[src/rtl/comar_rand_pkg.sv]
// Shared constants and types for COMAR gadget mask sources.
//   TAPS           : Galois feedback taps for x^32+x^22+x^2+x+1
//   STEPS_PER_WORD : serial LFSR shifts per delivered output word
//   state_e        : mask source seeding state
package comar_rand_pkg;

  localparam logic [31:0] TAPS           = 32'h8020_0003;
  localparam int unsigned STEPS_PER_WORD = 7;

  typedef enum logic [1:0] {
    UNSEEDED,
    RUN,
    EXHAUSTED
  } state_e;

endpackage

[src/rtl/comar_lfsr_step.sv]
// Purely combinational advance of a 32-bit Galois LFSR by one output word
// (STEPS_PER_WORD serial right shifts with feedback TAPS).
// Ports:
//   state_in  : current LFSR state
//   state_out : state after STEPS_PER_WORD shifts
module comar_lfsr_step
  import comar_rand_pkg::*;
(
  input  logic [31:0] state_in,
  output logic [31:0] state_out
);

  logic [31:0] s;

  always_comb begin
    s = state_in;
    for (int i = 0; i < int'(STEPS_PER_WORD); i++) begin
      s = s[0] ? ((s >> 1) ^ TAPS) : (s >> 1);
    end
    state_out = s;
  end

endmodule

[src/rtl/comar_mask_source.sv]
// Randomness producer for a bank of two-share COMAR gadgets. Delivers fresh
// masks r every advance and a shared common_out mask bit that only changes on
// common_update. A seeded Galois LFSR is rate-limited to RESEED_PERIOD advances
// per seed; after that the outputs are flagged unusable until reseeded.
// Ports:
//   clk, rst_n    : clock, asynchronous active-low reset
//   seed_valid    : seed_data offered
//   seed_ready    : always 1; a seed is accepted in every state
//   seed_data     : new LFSR seed (zero is substituted by SEED_SUBST)
//   en            : advance the LFSR one word (RUN only)
//   common_update : resample common_out from pre-advance lfsr_q[31] (RUN only)
//   r             : fresh masks, low RAND_W bits of the LFSR state
//   common_out    : shared output mask bit
//   rand_valid    : r / common_out usable
//   reseed_req    : a new seed is required
module comar_mask_source
  import comar_rand_pkg::*;
#(
  parameter int unsigned LFSR_W        = 32,
  parameter int unsigned RAND_W        = 6,
  parameter int unsigned RESEED_PERIOD = 1024,
  parameter logic [31:0] SEED_SUBST    = 32'h0000_0001
) (
  input  logic              clk,
  input  logic              rst_n,
  input  logic              seed_valid,
  output logic              seed_ready,
  input  logic [31:0]       seed_data,
  input  logic              en,
  input  logic              common_update,
  output logic [RAND_W-1:0] r,
  output logic              common_out,
  output logic              rand_valid,
  output logic              reseed_req
);

  localparam int unsigned    CntW   = $clog2(RESEED_PERIOD + 1);
  localparam logic [CntW-1:0] CntMax = CntW'(RESEED_PERIOD);

  state_e              state_q, state_d;
  logic [LFSR_W-1:0]   lfsr_q, lfsr_d, lfsr_next;
  logic [CntW-1:0]     cnt_q, cnt_d;
  logic                common_q, common_d;
  logic                seed_take;

  comar_lfsr_step u_step (
    .state_in  (lfsr_q),
    .state_out (lfsr_next)
  );

  assign seed_ready = 1'b1;
  assign seed_take  = seed_valid & seed_ready;

  always_comb begin
    state_d  = state_q;
    lfsr_d   = lfsr_q;
    cnt_d    = cnt_q;
    common_d = common_q;
    // A seed pre-empts any en/common_update in the same cycle.
    if (seed_take) begin
      lfsr_d  = (seed_data == '0) ? SEED_SUBST : seed_data;
      cnt_d   = '0;
      state_d = RUN;
    end else if (state_q == RUN) begin
      if (common_update) begin
        common_d = lfsr_q[LFSR_W-1];
      end
      if (en) begin
        lfsr_d = lfsr_next;
        if (cnt_q != CntMax) begin
          cnt_d = cnt_q + CntW'(1);
        end
        if (cnt_d == CntMax) begin
          state_d = EXHAUSTED;
        end
      end
    end
  end

  always_ff @(posedge clk or negedge rst_n) begin
    if (!rst_n) begin
      state_q  <= UNSEEDED;
      lfsr_q   <= '0;
      cnt_q    <= '0;
      common_q <= 1'b0;
    end else begin
      state_q  <= state_d;
      lfsr_q   <= lfsr_d;
      cnt_q    <= cnt_d;
      common_q <= common_d;
    end
  end

  // Validity is a pure function of the registered state, so it follows the
  // same one-cycle timing as the seed/advance that changed it.
  assign r          = lfsr_q[RAND_W-1:0];
  assign common_out = common_q;
  assign rand_valid = (state_q == RUN);
  assign reseed_req = (state_q != RUN);

endmodule
[config.mk]
export PLATFORM = sky130hd
export DESIGN_NAME = comar_mask_source
export DESIGN_NICKNAME = d
export VERILOG_FILES = /design/src/rtl/comar_rand_pkg.sv /design/src/rtl/comar_lfsr_step.sv /design/src/rtl/comar_mask_source.sv
export SDC_FILE = /design/constraint.sdc
export NUM_CORES = 1
export LEC_CHECK = 0
export ABC_CLOCK_PERIOD_IN_PS = 4200
export BUFFER_PORTS_ARGS = -buffer_cell sky130_fd_sc_hd__buf_2
export CORE_AREA = 2 2 65 79
export CTS_CLUSTER_DIAMETER = 150
export CTS_CLUSTER_SIZE = 14
export DETAILED_ROUTE_END_ITERATION = 8
export DIE_AREA = 0 0 67 81
export PLACE_DENSITY = 0.82
export SLEW_MARGIN = 10
export SYNTH_ARGS = -nofsm -noshare
export SYNTH_HDL_FRONTEND = slang
export SYNTH_SLANG_ARGS = --single-unit
[constraint.sdc]
create_clock -name clk -period 4.2 [get_ports clk]
set_input_delay 0.21 -clock clk [delete_from_list [all_inputs] [get_ports clk]]
set_output_delay 0.21 -clock clk [all_outputs]
set_load 0.02 [all_outputs]
==> results of run 1 <==
-- metal layers --
metal  vias to the layer above  GRT usage (%)  wire (um)
met1                      1017           31.2       2440
met2                        39           37.1       2790
li1                       1047              -          -
met4                         0           7.35         79
met5                         -              0          0
met3                         7           3.88        194
-- critical path, delay by kind of cell, from the launching register on --
family	cells	cell delay, ns
and+or+nand+nor	2	0.69
adders and majority gates	1	0.27
AOI/OAI and AO/OA	3	0.52
DFF	1	0.47
-- report_power, final --
part / switching, W / internal (W) / total, W / leakage (nW)
combinational: 0.000181 / 0.000159 / 0.000340 / 0.740
sequential: 0.0000521 / 0.000501 / 0.000553 / 0.575
clock: 0.000147 / 0.000133 / 0.000280 / 0.0482
total: 0.000380 / 0.000793 / 0.00117 / 1.36
-- area by class of cell --
| cell class | instances | area share, % |
|---|---|---|
| Tap cell | 60 | 2.54 |
| Inverter | 4 | 0.509 |
| Multi-Input combinational cell | 211 | 46.7 |
| Timing Repair Buffer | 47 | 8.14 |
| Clock inverter | 1 | 0.170 |
| Sequential cell | 46 | 39.0 |
| Clock buffer | 7 | 2.93 |
-- worst paths after layout --
check | cells after the start | to | slack, ns
hold reg to reg | 1 | common_out | 0.51
setup / recovery | 6 | state_q[0] | 2.15
hold / removal | 1 | cnt_q[10] | 0.06
min in group clk | 3 | lfsr_q[21] | 0.13
max in group asynchronous | 1 | lfsr_q[0] | 3.49
setup reg to reg | 6 | state_q[0] | 2.15
-- kinds of logic after synthesis --
kind of cell | count (synthesis)
xor gates and xnor gates | 26
buffers and inverters | 28
and+or+nand+nor | 92
AOI/OAI and AO/OA | 63
DFF | 46
muxes | 27
other | 1
adders and majority gates | 2
-- registers in the layout (all words and copies together) (netlist names) --
register and count:
state_q 2, common_out 1, lfsr_q 32, cnt_q 11
-- per-stage QoR --
step | hold slack [ns] | power (W)
floorplan | -0.0856 | 0.000816
global placement | 0.429 | 0.000893
detailed placement | 0.438 | 0.000905
CTS | 0.109 | 0.00118
global route | 0.138 | 0.00125
finish | 0.0622 | 0.00117
-- Yosys cell counts (2+ instances only) --
library cell / number / area [um2]
dfrtp_1: 46 / 1150
clkbuf_1: 10 / 37.5
nand3b_1: 3 / 22.5
nor4_1: 9 / 56.3
a21o_1: 2 / 15.0
xnor2_1: 16 / 140
nand4_1: 5 / 31.3
inv_1: 4 / 15.0
xor2_1: 8 / 70.1
buf_4: 7 / 52.6
o21ai_0: 40 / 200
or3_1: 2 / 12.5
buf_2: 5 / 25.0
nor3_1: 2 / 10.0
buf_6: 2 / 22.5
nand2_1: 37 / 139
nor2_1: 19 / 71.3
a21oi_1: 10 / 50.1
nand3_1: 5 / 25.0
a211o_1: 2 / 17.5
ha_1: 2 / 25.0
mux2_2: 2 / 22.5
nor2b_1: 3 / 18.8
mux2i_1: 24 / 240
==> results_dict.tcl, run 1 <==
set metrics [dict create \
    leakage_nw 1.36 \
    routed_wl_mm 5.50 \
    slew_viol_final 0 \
    overflow 0 \
    cp_slowest_cell "or4_1" \
    cts_buffers 5 \
    finalSetupViolCount 0 \
    fin_crit_sh_pct 48.8 \
    multi_input_area_um2 1380 \
    avgSynthCellArea_um2 9.41 \
    drtIter0Drc 156 \
    grt_pass1_wl_mm 9.23 \
    place_inst 368 \
    synth_ff_type "dfrtp_1" \
    cp-start-kind "flip-flop" \
    critPathCaptureType "flip-flop" \
    drt-pass1-iter-count 4 \
    grt_max_degree 77 \
    synth_area_um2 2680 \
    path_class "flip-flop to flip-flop" \
    crit_fanout 7 \
    required_ns 4.40 \
    worstSkewPairLatency_ns 0.30 \
    fmax_mhz 488 \
    cts_resized 0 \
    final_common_cell "dfrtp_1" \
    cpPeakStageDelay_ns 0.50 \
    dieArea_um2 5430 \
    fin_util_pct 61.9 \
    die_y_um 81 \
    synthAdderAreaFrac_pct 0.933 \
    antenna_left 0 \
    hpwl_mm 4.00 \
    vias_per_cell 5.61 \
    grt_pass1_vias 1960 \
    syn-instance-count 285 \
    layout_min_cycle_time_ns 2.05 \
    worst_pin_slew_ns 1.02 \
    detailroute.via_count 2110 \
    drive_above_1_share_pct 19.9 \
    clkSinkCount 46 \
    final_cell_mix "dfrtp_1, buf_2, o21ai_0" \
    hp-class "input port to async pin" \
    path_clk_slew_ns 0.08 \
    final_hold_viol_count 0 \
    synth-edff-count 0 \
    dieWidth_um 67 \
    muxShareOfSynthArea_pct 10.2 \
    path_cells "ha_1 > nand4_1 > or4_1 > a21boi_1 > o2111ai_1 > o21a_1" \
    rsz0062_at_grt "false" \
    initial_core_util_pct 56.3 \
    crit_arrival_ns 2.25 \
    wl_per_cell_um 14.6 \
    num-fill-cells 417 \
    synth-compound-area-share_pct 13.8 \
    p_per_area_nw_per_um2 398 \
    synth_cell_type_count 44 \
    drv_cap 0 \
    post_cts_buffers 0 \
    coreArea_um2 4760 \
    dpl-instance-area_um2 2860 \
    stdcell_area_um2 2950 \
    nNetsFinal 354 \
    crit_start "cnt_q[0]" \
    drc 0 \
    cts_max_level 2 \
    synth_warnings 0 \
    ctsHoldBuffers 0 \
    io_pins 47 \
    run_status "finished clean" \
    synth_top_family_by_area "simple AND/OR/NAND/NOR gates" \
    tns_ns 0 \
    instances_no_fill 376 \
    port-buffer-count 45 \
    rr_startpoint "cnt_q[0]" \
    dp_slack_ns 2.18 \
    clock_skew_ns 0.00710 \
    ys_ff_latch 46 \
    yosys.area_share.simple_pct 17.0 \
    diodes 0 \
    grt.total_usage_pct 22.9 \
    synth_nets 324 \
    place_congestion 0.925 \
    regArea_um2 1150 \
    clock_path_buffers 2 \
    antenna_found_initial 0 \
    seq_area_frac_synth_pct 42.9 \
    cts_tree "yes" \
    rows 28 \
    finalWorstSetupSlack_ns 2.15 \
    slew_headroom_pct 32.3 \
    vdd_drop_max_uv 272 \
    async_flop_share_pct 100 \
    root_buffer "clkbuf_8" \
    synth-xor-area-share_pct 9.29 \
    area_delta_synth_final_pct 10.0 \
]
Power figures use the tool's default switching activity.
==> inputs of run 2 (changes only) <==
ABC_CLOCK_PERIOD_IN_PS = 2100   (was 4200)
CORE_AREA = 2 2 67 81   (was 2 2 65 79)
DIE_AREA = 0 0 69 83   (was 0 0 67 81)
PLACE_DENSITY = 0.78   (was 0.82)
clock period = 2.1 ns   (was 4.2 ns; I/O delays follow)
==> results_dict.tcl, run 2 (synthesis gave the netlist of run 1 again) <==
set metrics [dict create \
    run_status "finished clean" \
    slew_viol_final 0 \
    tns_ns 0 \
    detailroute.via_count 2174 \
    path_buf_inv 0 \
    drt-pass1-iter-count 4 \
    finalSetupViolCount 0 \
    routed_wl_mm 5.81 \
    hp-class "input port to flip-flop" \
    clkSinkCount 46 \
    nNetsFinal 361 \
    path_clk_slew_ns 0.09 \
    wl_per_cell_um 15.2 \
    top_regs "lfsr_q x32, cnt_q x11, state_q x2" \
    diodes 0 \
    rrSetupSlack_ns 0.15 \
    grt_max_degree 69 \
    path_class "flip-flop to flip-flop" \
    cts_buffers 5 \
    cts_tree "yes" \
    crit_family "simple AND/OR/NAND/NOR gates" \
    critPathCaptureType "flip-flop" \
    fin_crit_sh_pct 92.8 \
    die_y_um 83 \
    area_delta_synth_final_pct 12.1 \
    cts_max_level 2 \
    final_cell_mix "dfrtp_1, buf_2, o21ai_0" \
    crit_arrival_ns 2.14 \
    fmax_mhz 513 \
    clock_path_buffers 2 \
    final_hold_viol_count 0 \
    num-fill-cells 446 \
    path_cells "ha_1 > nand4_1 > or4_1 > a21boi_1 > o2111ai_1 > o21a_1" \
    vdd_drop_max_uv 550 \
    cp_slowest_cell "or4_1" \
    leakage_nw 1.40 \
    rsz0062_at_grt "false" \
    dieArea_um2 5730 \
    overflow 0 \
    grt.total_usage_pct 21.7 \
    grt_pass1_vias 2120 \
    crit_fanout 7 \
    port-buffer-count 45 \
    initial_core_util_pct 54.7 \
    required_ns 2.30 \
    drc 0 \
    worstSkewPairLatency_ns 0.31 \
    drive_above_1_share_pct 21.7 \
    clock_skew_ns 0.0105 \
    rows 28 \
    holdWs_ns 0.0194 \
    coreArea_um2 4900 \
    slew_headroom_pct 61.5 \
    fin_util_pct 61.3 \
    root_buffer "clkbuf_8" \
    hpwl_mm 4.26 \
    drv_cap 0 \
    grt_pass1_wl_mm 10.1 \
    layout_min_cycle_time_ns 1.95 \
    place_congestion 0.864 \
    drtIter0Drc 154 \
    cp-start-kind "flip-flop" \
    dieWidth_um 69 \
    p_per_area_nw_per_um2 785 \
    vias_per_cell 5.68 \
    antenna_found_initial 0 \
    antenna_left 0 \
    max_flop_register "lfsr_q" \
    largest_register_ffs 32 \
    cpPeakStageDelay_ns 0.48 \
    worst_pin_slew_ns 0.577 \
    io_pins 47 \
]
-- run 2: cell types whose count changed in the layout (fill, tap and decap cells not counted) --
cell,previous run,this run
dfrtp_2,0,1
dlygate4sd3_1,0,1
buf_4,2,8
dfrtp_1,46,45
-- run 2: timing repair --
action                     in CTS  in global routing
setup endpoints to repair       0                  1
gates resized for setup         0                  1
hold endpoints to repair       46                  0
setup buffers                   0                  0
hold buffers                    1                  0
-- run 2: where the power goes --
| part | total, W | switching, W | internal, W |
|---|---|---|---|
| Sequential | 0.00110 | 0.0000935 | 0.00100 |
| Clock | 0.000559 | 0.000293 | 0.000266 |
| Combinational | 0.000705 | 0.000375 | 0.000330 |
-- run 2: final timing paths --
path	startpoint	to	depth (start not counted)
setup / recovery	cnt_q[1]	state_q[0]	6
hold / removal	seed_data[5]	lfsr_q[5]	3
setup reg to reg	cnt_q[1]	state_q[0]	6
hold reg to reg	common_out	common_out	1
max in group asynchronous	rst_n	cnt_q[0]	3
min in group asynchronous	rst_n	cnt_q[10]	3
-- run 2: stage by stage --
stage          cells  cell area [um2]  worst slack (ns)  total power (W)
6_report         383             3010             0.151          0.00236
5_1_grt          383             3010            0.0188          0.00251
4_1_cts          383             3010             0.114          0.00237
3_5_place_dp     374             2900             0.142          0.00182
3_3_place_gp     374             2900             0.203          0.00180
2_1_floorplan    285             2680             0.265          0.00163
-- run 2: metal layers --
| metal | vias to the layer above | share of wire [%] | track usage, % |
|---|---|---|---|
| li1 | 1065 | - | - |
| met1 | 1038 | 43 | 28.7 |
| met2 | 60 | 50 | 35.2 |
| met3 | 11 | 5.1 | 4.37 |
| met4 | 0 | 1.7 | 8.20 |
| met5 | - | 0 | 0 |
-- run 2: tightest hold or removal path: stages --
cell and delay, ns:
buf_2 0.09, nand2_1 0.04, o21ai_0 0.06
-- run 2: area by class of cell --
cell class | instances | area, um2 | share of cell area [%]
clock inverter | 1 | 5.00 | 0.166
timing repair buffer | 54 | 295 | 9.82
clock buffer | 7 | 86.3 | 2.87
sequential | 46 | 1150 | 38.3
inverter | 4 | 15.0 | 0.499
multi-input combinational | 211 | 1380 | 45.8
tap | 60 | 75.1 | 2.50
